[src/rtl/keccak_round_sched.sv]
// keccak_round_sched
//   Sequencer for the Keccak-f permutation engine. For each of NUM_ROUNDS rounds it
//   issues the N_STEPS step units (theta, rho, pi, chi, iota) in order. Each unit gets a
//   one-cycle start pulse, and the sequencer waits for that unit's own done pulse.
//   It also drives the round index used by the round-constant ROM and pulses ready
//   when the whole permutation has finished.
//   Optional feature: define STEP_TIMEOUT_EN to add a per-step watchdog and a sticky
//   ERR state. Without it, err is tied low and WAIT waits indefinitely.
module keccak_round_sched #(
    parameter int N_STEPS    = 5,
    parameter int NUM_ROUNDS = 24,
    parameter int RW         = 5,
    parameter int SW         = 3,
    parameter int TIMEOUT    = 2048
) (
    input  logic               clk,
    input  logic               rst,
    input  logic               start,
    input  logic [N_STEPS-1:0] step_done,
    output logic [N_STEPS-1:0] step_start,
    output logic [SW-1:0]      step_idx,
    output logic [RW-1:0]      round_idx,
    output logic               busy,
    output logic               ready,
    output logic               err
);

    // Reject parameter sets where the indices cannot hold their full range.
    if ((2**RW < NUM_ROUNDS) || (2**SW < N_STEPS) || (N_STEPS < 1) || (NUM_ROUNDS < 1) ||
        (TIMEOUT < 1)) begin : g_bad_params
        $error("keccak_round_sched: inconsistent parameter set");
    end

    typedef enum logic [2:0] {
        S_IDLE  = 3'd0,
        S_ISSUE = 3'd1,
        S_WAIT  = 3'd2,
        S_DONE  = 3'd3,
        S_ERR   = 3'd4
    } state_t;

    localparam logic [SW-1:0] LAST_STEP  = SW'(N_STEPS - 1);
    localparam logic [RW-1:0] LAST_ROUND = RW'(NUM_ROUNDS - 1);

    state_t             state_q, state_d;
    logic [SW-1:0]      step_idx_q, step_idx_d;
    logic [RW-1:0]      round_idx_q, round_idx_d;
    logic [N_STEPS-1:0] sel_mask;
    logic               active_done;
    logic               last_step;
    logic               last_round;

`ifdef STEP_TIMEOUT_EN
    localparam int WDW = $clog2(TIMEOUT + 1);
    localparam logic [WDW-1:0] WD_LAST = WDW'(TIMEOUT - 1);

    logic [WDW-1:0] wd_q, wd_d;
    logic           wd_expire;
`endif

    // Decode the active step index into a one-hot select used for both start and done.
    always_comb begin
        sel_mask = '0;
        for (int i = 0; i < N_STEPS; i++) begin
            sel_mask[i] = (step_idx_q == SW'(i));
        end
    end

    // Only the active unit's done pulse can advance the sequence.
    assign active_done = |(step_done & sel_mask);
    assign last_step   = (step_idx_q == LAST_STEP);
    assign last_round  = (round_idx_q == LAST_ROUND);

`ifdef STEP_TIMEOUT_EN
    // The counter reaching TIMEOUT on this WAIT cycle means the unit has stalled.
    assign wd_expire = (state_q == S_WAIT) && (wd_q == WD_LAST);

    // Watchdog: cleared on each issue, counts WAIT cycles while the step is outstanding.
    always_comb begin
        wd_d = wd_q;
        case (state_q)
            S_ISSUE: wd_d = '0;
            S_WAIT:  wd_d = wd_q + 1'b1;
            default: wd_d = '0;
        endcase
    end
`endif

    // State register.
    always_ff @(posedge clk or negedge rst) begin
        if (!rst) begin
            state_q <= S_IDLE;
        end else begin
            state_q <= state_d;
        end
    end

    // Next-state logic; a done pulse on the timeout cycle takes priority over the error.
    always_comb begin
        state_d = state_q;
        case (state_q)
            S_IDLE: begin
                if (start) begin
                    state_d = S_ISSUE;
                end
            end
            S_ISSUE: begin
                state_d = S_WAIT;
            end
            S_WAIT: begin
                if (active_done) begin
                    if (last_step && last_round) begin
                        state_d = S_DONE;
                    end else begin
                        state_d = S_ISSUE;
                    end
                end
`ifdef STEP_TIMEOUT_EN
                else if (wd_expire) begin
                    state_d = S_ERR;
                end
`endif
            end
            S_DONE: begin
                state_d = S_IDLE;
            end
`ifdef STEP_TIMEOUT_EN
            S_ERR: begin
                if (start) begin
                    state_d = S_ISSUE;
                end
            end
`endif
            default: begin
                state_d = S_IDLE;
            end
        endcase
    end

    // Step/round index update: advance on the active done, clear on the way back to IDLE
    // or on a restart from ERR, otherwise hold (indices never wrap).
    always_comb begin
        step_idx_d  = step_idx_q;
        round_idx_d = round_idx_q;
        case (state_q)
            S_WAIT: begin
                if (active_done) begin
                    if (!last_step) begin
                        step_idx_d = step_idx_q + 1'b1;
                    end else if (!last_round) begin
                        step_idx_d  = '0;
                        round_idx_d = round_idx_q + 1'b1;
                    end
                end
            end
            S_DONE: begin
                step_idx_d  = '0;
                round_idx_d = '0;
            end
`ifdef STEP_TIMEOUT_EN
            S_ERR: begin
                if (start) begin
                    step_idx_d  = '0;
                    round_idx_d = '0;
                end
            end
`endif
            default: begin
                step_idx_d  = step_idx_q;
                round_idx_d = round_idx_q;
            end
        endcase
    end

    // Index registers (and watchdog when enabled).
    always_ff @(posedge clk or negedge rst) begin
        if (!rst) begin
            step_idx_q  <= '0;
            round_idx_q <= '0;
`ifdef STEP_TIMEOUT_EN
            wd_q        <= '0;
`endif
        end else begin
            step_idx_q  <= step_idx_d;
            round_idx_q <= round_idx_d;
`ifdef STEP_TIMEOUT_EN
            wd_q        <= wd_d;
`endif
        end
    end

    // Outputs decoded from the state; step_start is one-hot only in ISSUE.
    always_comb begin
        step_start = '0;
        busy       = 1'b0;
        ready      = 1'b0;
        err        = 1'b0;
        case (state_q)
            S_ISSUE: begin
                step_start = sel_mask;
                busy       = 1'b1;
            end
            S_WAIT: begin
                busy = 1'b1;
            end
            S_DONE: begin
                ready = 1'b1;
            end
`ifdef STEP_TIMEOUT_EN
            S_ERR: begin
                err = 1'b1;
            end
`endif
            default: begin
                busy = 1'b0;
            end
        endcase
    end

    assign step_idx  = step_idx_q;
    assign round_idx = round_idx_q;

endmodule

[config.mk]
export PLATFORM = sky130hd
export DESIGN_NAME = keccak_round_sched
export DESIGN_NICKNAME = d
export VERILOG_FILES = /design/src/rtl/keccak_round_sched.sv
export SDC_FILE = /design/constraint.sdc
export NUM_CORES = 1
export LEC_CHECK = 0
export BUFFER_PORTS_ARGS = -buffer_cell sky130_fd_sc_hd__buf_2
export CAP_MARGIN = 20
export CORE_MARGIN = 1
export CORE_UTILIZATION = 35
export DETAILED_ROUTE_END_ITERATION = 16
export PLACE_DENSITY = 0.64
export SYNTH_ARGS = -nofsm -noshare
export SYNTH_HDL_FRONTEND = slang
export SYNTH_SLANG_ARGS = --single-unit
[constraint.sdc]
create_clock -name clk -period 2.1 [get_ports clk]
set_input_delay 0 -clock clk [delete_from_list [all_inputs] [get_ports clk]]
set_output_delay 0 -clock clk [all_outputs]
set_load 0.05 [all_outputs]
==> out/results.ini, run 1 <==
[routing]
post_drt_wl_per_cell_microns=12.29
via_per_inst=5.028
drtIter0Drc=6
drc_errors=0
dr_total_vias=709
dr.pass1.iters=4
final_antenna_net_count=0
wl_microns=1733

[floorplan]
dieHeight_microns=51.20
die_w_microns=51.20
initial_utilization=0.3757
pin_count=24
core_sq_um=2255
rows=17
die-area_sq_um=2621

[critical_path]
r2r_slack_ps=150
cp.required_ps=2290
cp_max_fo=7
start_kind=flop
criticalPathCategory=flop to flop
cp_data_arrival_time_ps=2140
endpoint_kind=flop

[worst_hold_path]
hp-class=primary input to async pin

[logic_synthesis]
synth_edf_count=0
synth_area_leaders=dfrtp_1, ha_1, mux2i_1
synth_ff_type=dfrtp_1
syn-instance-count=89
yosysSeqAreaShare=0.2954
synth_largest_area_cell=dfrtp_1
synth.avg_cell_area_sq_um=9.518
synth_seq_cells=10
synth_top_area_frac=0.2954
syn-num-nets=107
ys_types=42
ys_warn_count=0
async_flop_share=1.000
synth_area_sq_um=847.1

[sta]
rsz0062_at_grt=false
setup_violations=0
hold_viol_final=0
tightest_slew_ps=506.0
fin_worst_skew_ps=2.490
finalCriticalPeriod_ps=1953
clock.fmax_mhz=512.0
setup_ws_ps=146.9
timing.setup.tns_ps=0
finalCritPeriodShare=0.9300
relSlewSlack=0.6627
final_max_slew_viol_count=0

[global_routing]
grt_pass1_wl_microns=2918
grt_max_degree=17
grt_pass1_vias=646
grt_remaining_overflow=0
antenna_found_initial=0
grt_use_total=0.1507

[placement]
dp_slack_ps=115.5
dp_hpwl_microns=1339
place_congestion=0.8452
io_buffers=22
post_dp_cell_area_sq_um=968.4
dp_cells=136

[clock_network]
cts-buffers-inserted=3
h-tree-depth=1
clock_latency_ps=260
clk_pin_slew_worst_paths_ps=70
cts-root-buf=clkbuf_4
postCtsSetupRepairBufs=0
cts_tree=yes
clock-sinks=10
clock_path_buffers=2

[pwr]
p_per_area_nw_per_um2=1729
ir_worst_vdd_mv=0.9776
p_leak_uw=0.0005197

[cells_and_area]
fin_util=0.4501
nets=132
diodes=0
syn_to_final_growth_pct=19.79
fin_area_sq_um=1015
stdcell_count=141
drive_above_1_share=0.3186

[outcome]
status=complete, no violations

[run]
drv_cap=0

## per-layer routing
layer / vias up / wire (microns) / global-route usage
li1: 373 / - / -
met1: 325 / 846 / 0.1985
met2: 9 / 826 / 0.2281
met3: 2 / 45 / 0.05357
met4: 0 / 14 / 0.04630
met5: - / 0 / 0
## layout make-up
class / count / area (sq um)
clock buffers: 4 / 36.28
inverters: 8 / 30.03
repair buffers: 25 / 135.1
fillers: 242 / 1240
well taps: 28 / 35.03
multi-input cells: 66 / 528.0
flip-flops and latches: 10 / 250.2
## repair_timing
action,in CTS,in global routing
resized for setup,0,1
hold buffers,1,0
endpoints found under the setup margin,0,3
hold endpoints to repair,10,0
## where the power goes
part           total (uW)  switching [uW]  internal (uW)
Combinational        1180             771            413
Clock                 173            67.5            105
Sequential            397             112            285
## layout by cell type (no fill, tap or decap), drive strengths merged
cell type | Yosys | layout
and3 | 3 | 3
nor2 | 2 | 2
or2 | 1 | 1
conb | 1 | 1
mux2 | 1 | 1
o31a | 1 | 1
a31oi | 1 | 1
o221ai | 1 | 1
nor4b | 1 | 1
nor3 | 1 | 1
or4b | 1 | 1
a22oi | 1 | 1
nand3 | 1 | 1
a221o | 2 | 2
dlygate4sd3 | 0 | 1
and3b | 2 | 2
nor4 | 3 | 3
a211o | 2 | 2
nor2b | 2 | 2
o2bb2ai | 2 | 2
nand2 | 6 | 6
dfrtp | 10 | 10
a41oi | 2 | 2
nand4 | 1 | 1
a21boi | 1 | 1
a21o | 2 | 2
o21ai | 1 | 1
inv | 8 | 8
buf | 4 | 24
or3 | 1 | 1
and2b | 1 | 1
o221a | 1 | 1
nand4b | 1 | 1
and2 | 4 | 4
ha | 10 | 10
a211oi | 1 | 1
clkbuf | 1 | 4
a21oi | 1 | 1
mux2i | 4 | 4
## kinds of logic (layout without fill, tap and decap cells)
kind of cell / Yosys count / after routing / share of synthesized area
buffers and inverters: 13 / 37 / 0.08123
other: 1 / 1 / 0.004427
AO/OA/AOI/OAI: 19 / 19 / 0.1861
adder cells (fa/ha/maj): 10 / 10 / 0.1477
multiplexers: 5 / 5 / 0.06056
flip-flops: 10 / 10 / 0.2954
AND/OR/NAND/NOR: 31 / 31 / 0.2245
## synth_stat cells, drive strengths merged (2+ instances only)
cell     instances
dfrtp           10
ha              10
inv              8
nand2            6
and2             4
buf              4
mux2i            4
and3             3
nor4             3
a211o            2
a21o             2
a221o            2
a41oi            2
and3b            2
nor2             2
nor2b            2
o2bb2ai          2
## state kept, by name, indices dropped and copies added, names as in the netlist
name       flops
round_idx      5
state_q        2
step_idx       3
## final timing paths
path	from	to	cells past startpoint
min in group clk	start	state_q[1]	3
setup reg to reg	state_q[0]	state_q[1]	7
setup / recovery	state_q[0]	state_q[1]	7
hold reg to reg	round_idx[2]	round_idx[2]	1
max in group asynchronous	rst	step_idx[0]	2
hold / removal	rst	round_idx[4]	2
## through the flow
| step | total power (uW) | hold WS [ps] |
|---|---|---|
| after global placement | 1574 | -122.6 |
| after detailed placement | 1589 | -121.6 |
| after global routing | 1898 | 131.2 |
| after CTS | 1774 | 113.2 |
| after floorplan | 1371 | -295.6 |
| final | 1754 | 133.1 |
## worst max-delay path, cell delays in order, from the launching register on
cell and delay [ps]:
dfrtp_1 410, inv_1 120, ha_1 280, buf_4 170, inv_1 40, or3_1 440
mux2_2 290, mux2i_1 120
(Power assumes the default switching activity.)
==> run 2, diff against run 1 <==
ABC_AREA = 1   (was not set)
CTS_CLUSTER_DIAMETER = 30   (was not set)
PLACE_DENSITY = 0.65   (was 0.64)
TNS_END_PERCENT = 30   (was not set)
==> out/results.ini, run 2 <==
[critical_path]
criticalPathCategory=flop to flop
endpoint_kind=flop
cp.required_ps=2310
cp_max_fo=12
cp_data_arrival_time_ps=1890
start_kind=flop

[sta]
clock.fmax_mhz=594.5
final_max_slew_viol_count=0
setup_violations=0
fin_worst_skew_ps=3.481
timing.setup.tns_ps=0
rsz0062_at_grt=false
finalCriticalPeriod_ps=1682
whs_ps=68.80
hold_viol_final=0
finalCritPeriodShare=0.8009

[cells_and_area]
nFillCells=229
nets=161
fin_util=0.4489
multi_input_area_sq_um=485.5
diodes=0
syn_to_final_growth_pct=21.30
drive_above_1_share=0.2394
largest_reg_flops=5
mostFrequentLayoutCells=nand2_1, buf_2, nor2_1, inv_1
layout.area.seq_sq_um=250.2
layout_commonest_cell=nand2_1

[placement]
place_congestion=0.7811
io_buffers=22
dp_hpwl_microns=1392

[clock_network]
h-tree-depth=1
hold_buffers=1
clock-sinks=10
post_cts_resized=0
clk_pin_slew_worst_paths_ps=70
postCtsSetupRepairBufs=0
cts_tree=yes
cts-buffers-inserted=3
clock_latency_ps=270
clock_path_buffers=2
cts-root-buf=clkbuf_4

[logic_synthesis]
yosysSeqAreaShare=0.3086
async_flop_share=1.000
synth_area_leaders=dfrtp_1, nand2_1, ha_1
syn-instance-count=117
yosysMostFrequentCell=nand2_1
synth_largest_area_cell=dfrtp_1
syn-num-nets=135
synth_common_cells=nand2_1, nor2_1, inv_1
synth_seq_cells=10
synth_area_sq_um=810.8
synth_ff_type=dfrtp_1
synth.avg_cell_area_sq_um=6.930
ys_warn_count=0
ys_types=19
synth_edf_count=0
synth_top_area_frac=0.3086

[floorplan]
initial_utilization=0.3701
dieHeight_microns=50.13
core_sq_um=2191
rows=17
die_w_microns=50.13
pin_count=24
die-area_sq_um=2513

[routing]
final_antenna_net_count=0
dr.pass1.iters=6
drc_errors=0
wl_microns=1773
via_per_inst=4.741
post_drt_wl_per_cell_microns=10.43
drtIter0Drc=21
dr_total_vias=806

[global_routing]
grt_use_total=0.1506
antenna_found_initial=0
grt_remaining_overflow=0
grt_pass1_wl_microns=2884
grt_pass1_vias=701
grt_max_degree=13

[run]
drv_cap=0

[pwr]
ir_worst_vdd_mv=0.9873
p_leak_uw=0.0005803
p_per_area_nw_per_um2=1690

[outcome]
status=complete, no violations

[worst_hold_path]
hp-class=primary input to flop

run 2: cell types whose count changed after synthesis, sizes merged, moves of 5 or more:
cell,previous run,this run
inv,8,15
nand2,6,42
nand3,1,8
nand4,1,6
nor2,2,16
run 2: kinds of logic (layout without fill, tap and decap cells):
kind of cell	count (synthesis)	after routing	synth area share
AO/OA/AOI/OAI	3	3	0.01851
other	1	1	0.004625
buffers and inverters	17	42	0.09260
XOR/XNOR	1	1	0.01080
adder cells (fa/ha/maj)	10	10	0.1543
AND/OR/NAND/NOR	75	75	0.4105
flip-flops	10	10	0.3086
run 2: area by class of cell:
class                   count  share of cell area
multi-input cells          90              0.4936
flip-flops and latches     10              0.2545
repair buffers             23              0.1221
inverters                  15             0.05725
clock buffers               4             0.03690
well taps                  28             0.03562
run 2: through the flow:
step	cells	area, sq um	total power [uW]	setup WS [ps]
floorplan	117	810.8	1277	319.0
finish	170	983.4	1662	418.0
global placement	165	937.1	1465	472.1
global route	170	983.4	1817	230.0
detailed placement	165	937.1	1488	440.4
CTS	170	983.4	1672	415.0
run 2: path summary, 6_finish.rpt:
check,to,start,slack [ps],cells past startpoint
min,state_q[1],start,70,5
min in group asynchronous,round_idx[1],rst,120,2
max,round_idx[4],step_idx[0],420,9
min reg2reg,round_idx[3],round_idx[3],550,2
max in group asynchronous,step_idx[2],rst,1790,2
max reg2reg,round_idx[4],step_idx[0],420,9
run 2: power breakdown:
part	internal [uW]	total, uW	leakage, uW	switching [uW]
sequential	272	370	0.000129	97.7
clock	105	177	0.0000210	71.5
combinational	311	1120	0.000430	804
total	688	1660	0.000580	974
run 2: routing by layer:
| metal | part of all wire | GRT usage |
|---|---|---|
| met1 | 0.48 | 0.1850 |
| met2 | 0.44 | 0.2489 |
| met3 | 0.054 | 0.02424 |
| met4 | 0.017 | 0.08095 |
| met5 | 0 | 0 |
run 2: worst max-delay path: stages (launching register included):
cell	delay, ps
dfrtp_1	440
ha_1	230
ha_1	190
nand2_1	60
nand2_1	40
a21oi_1	150
nand2_2	190
nand3_1	200
nand2_1	70
nand2_1	60
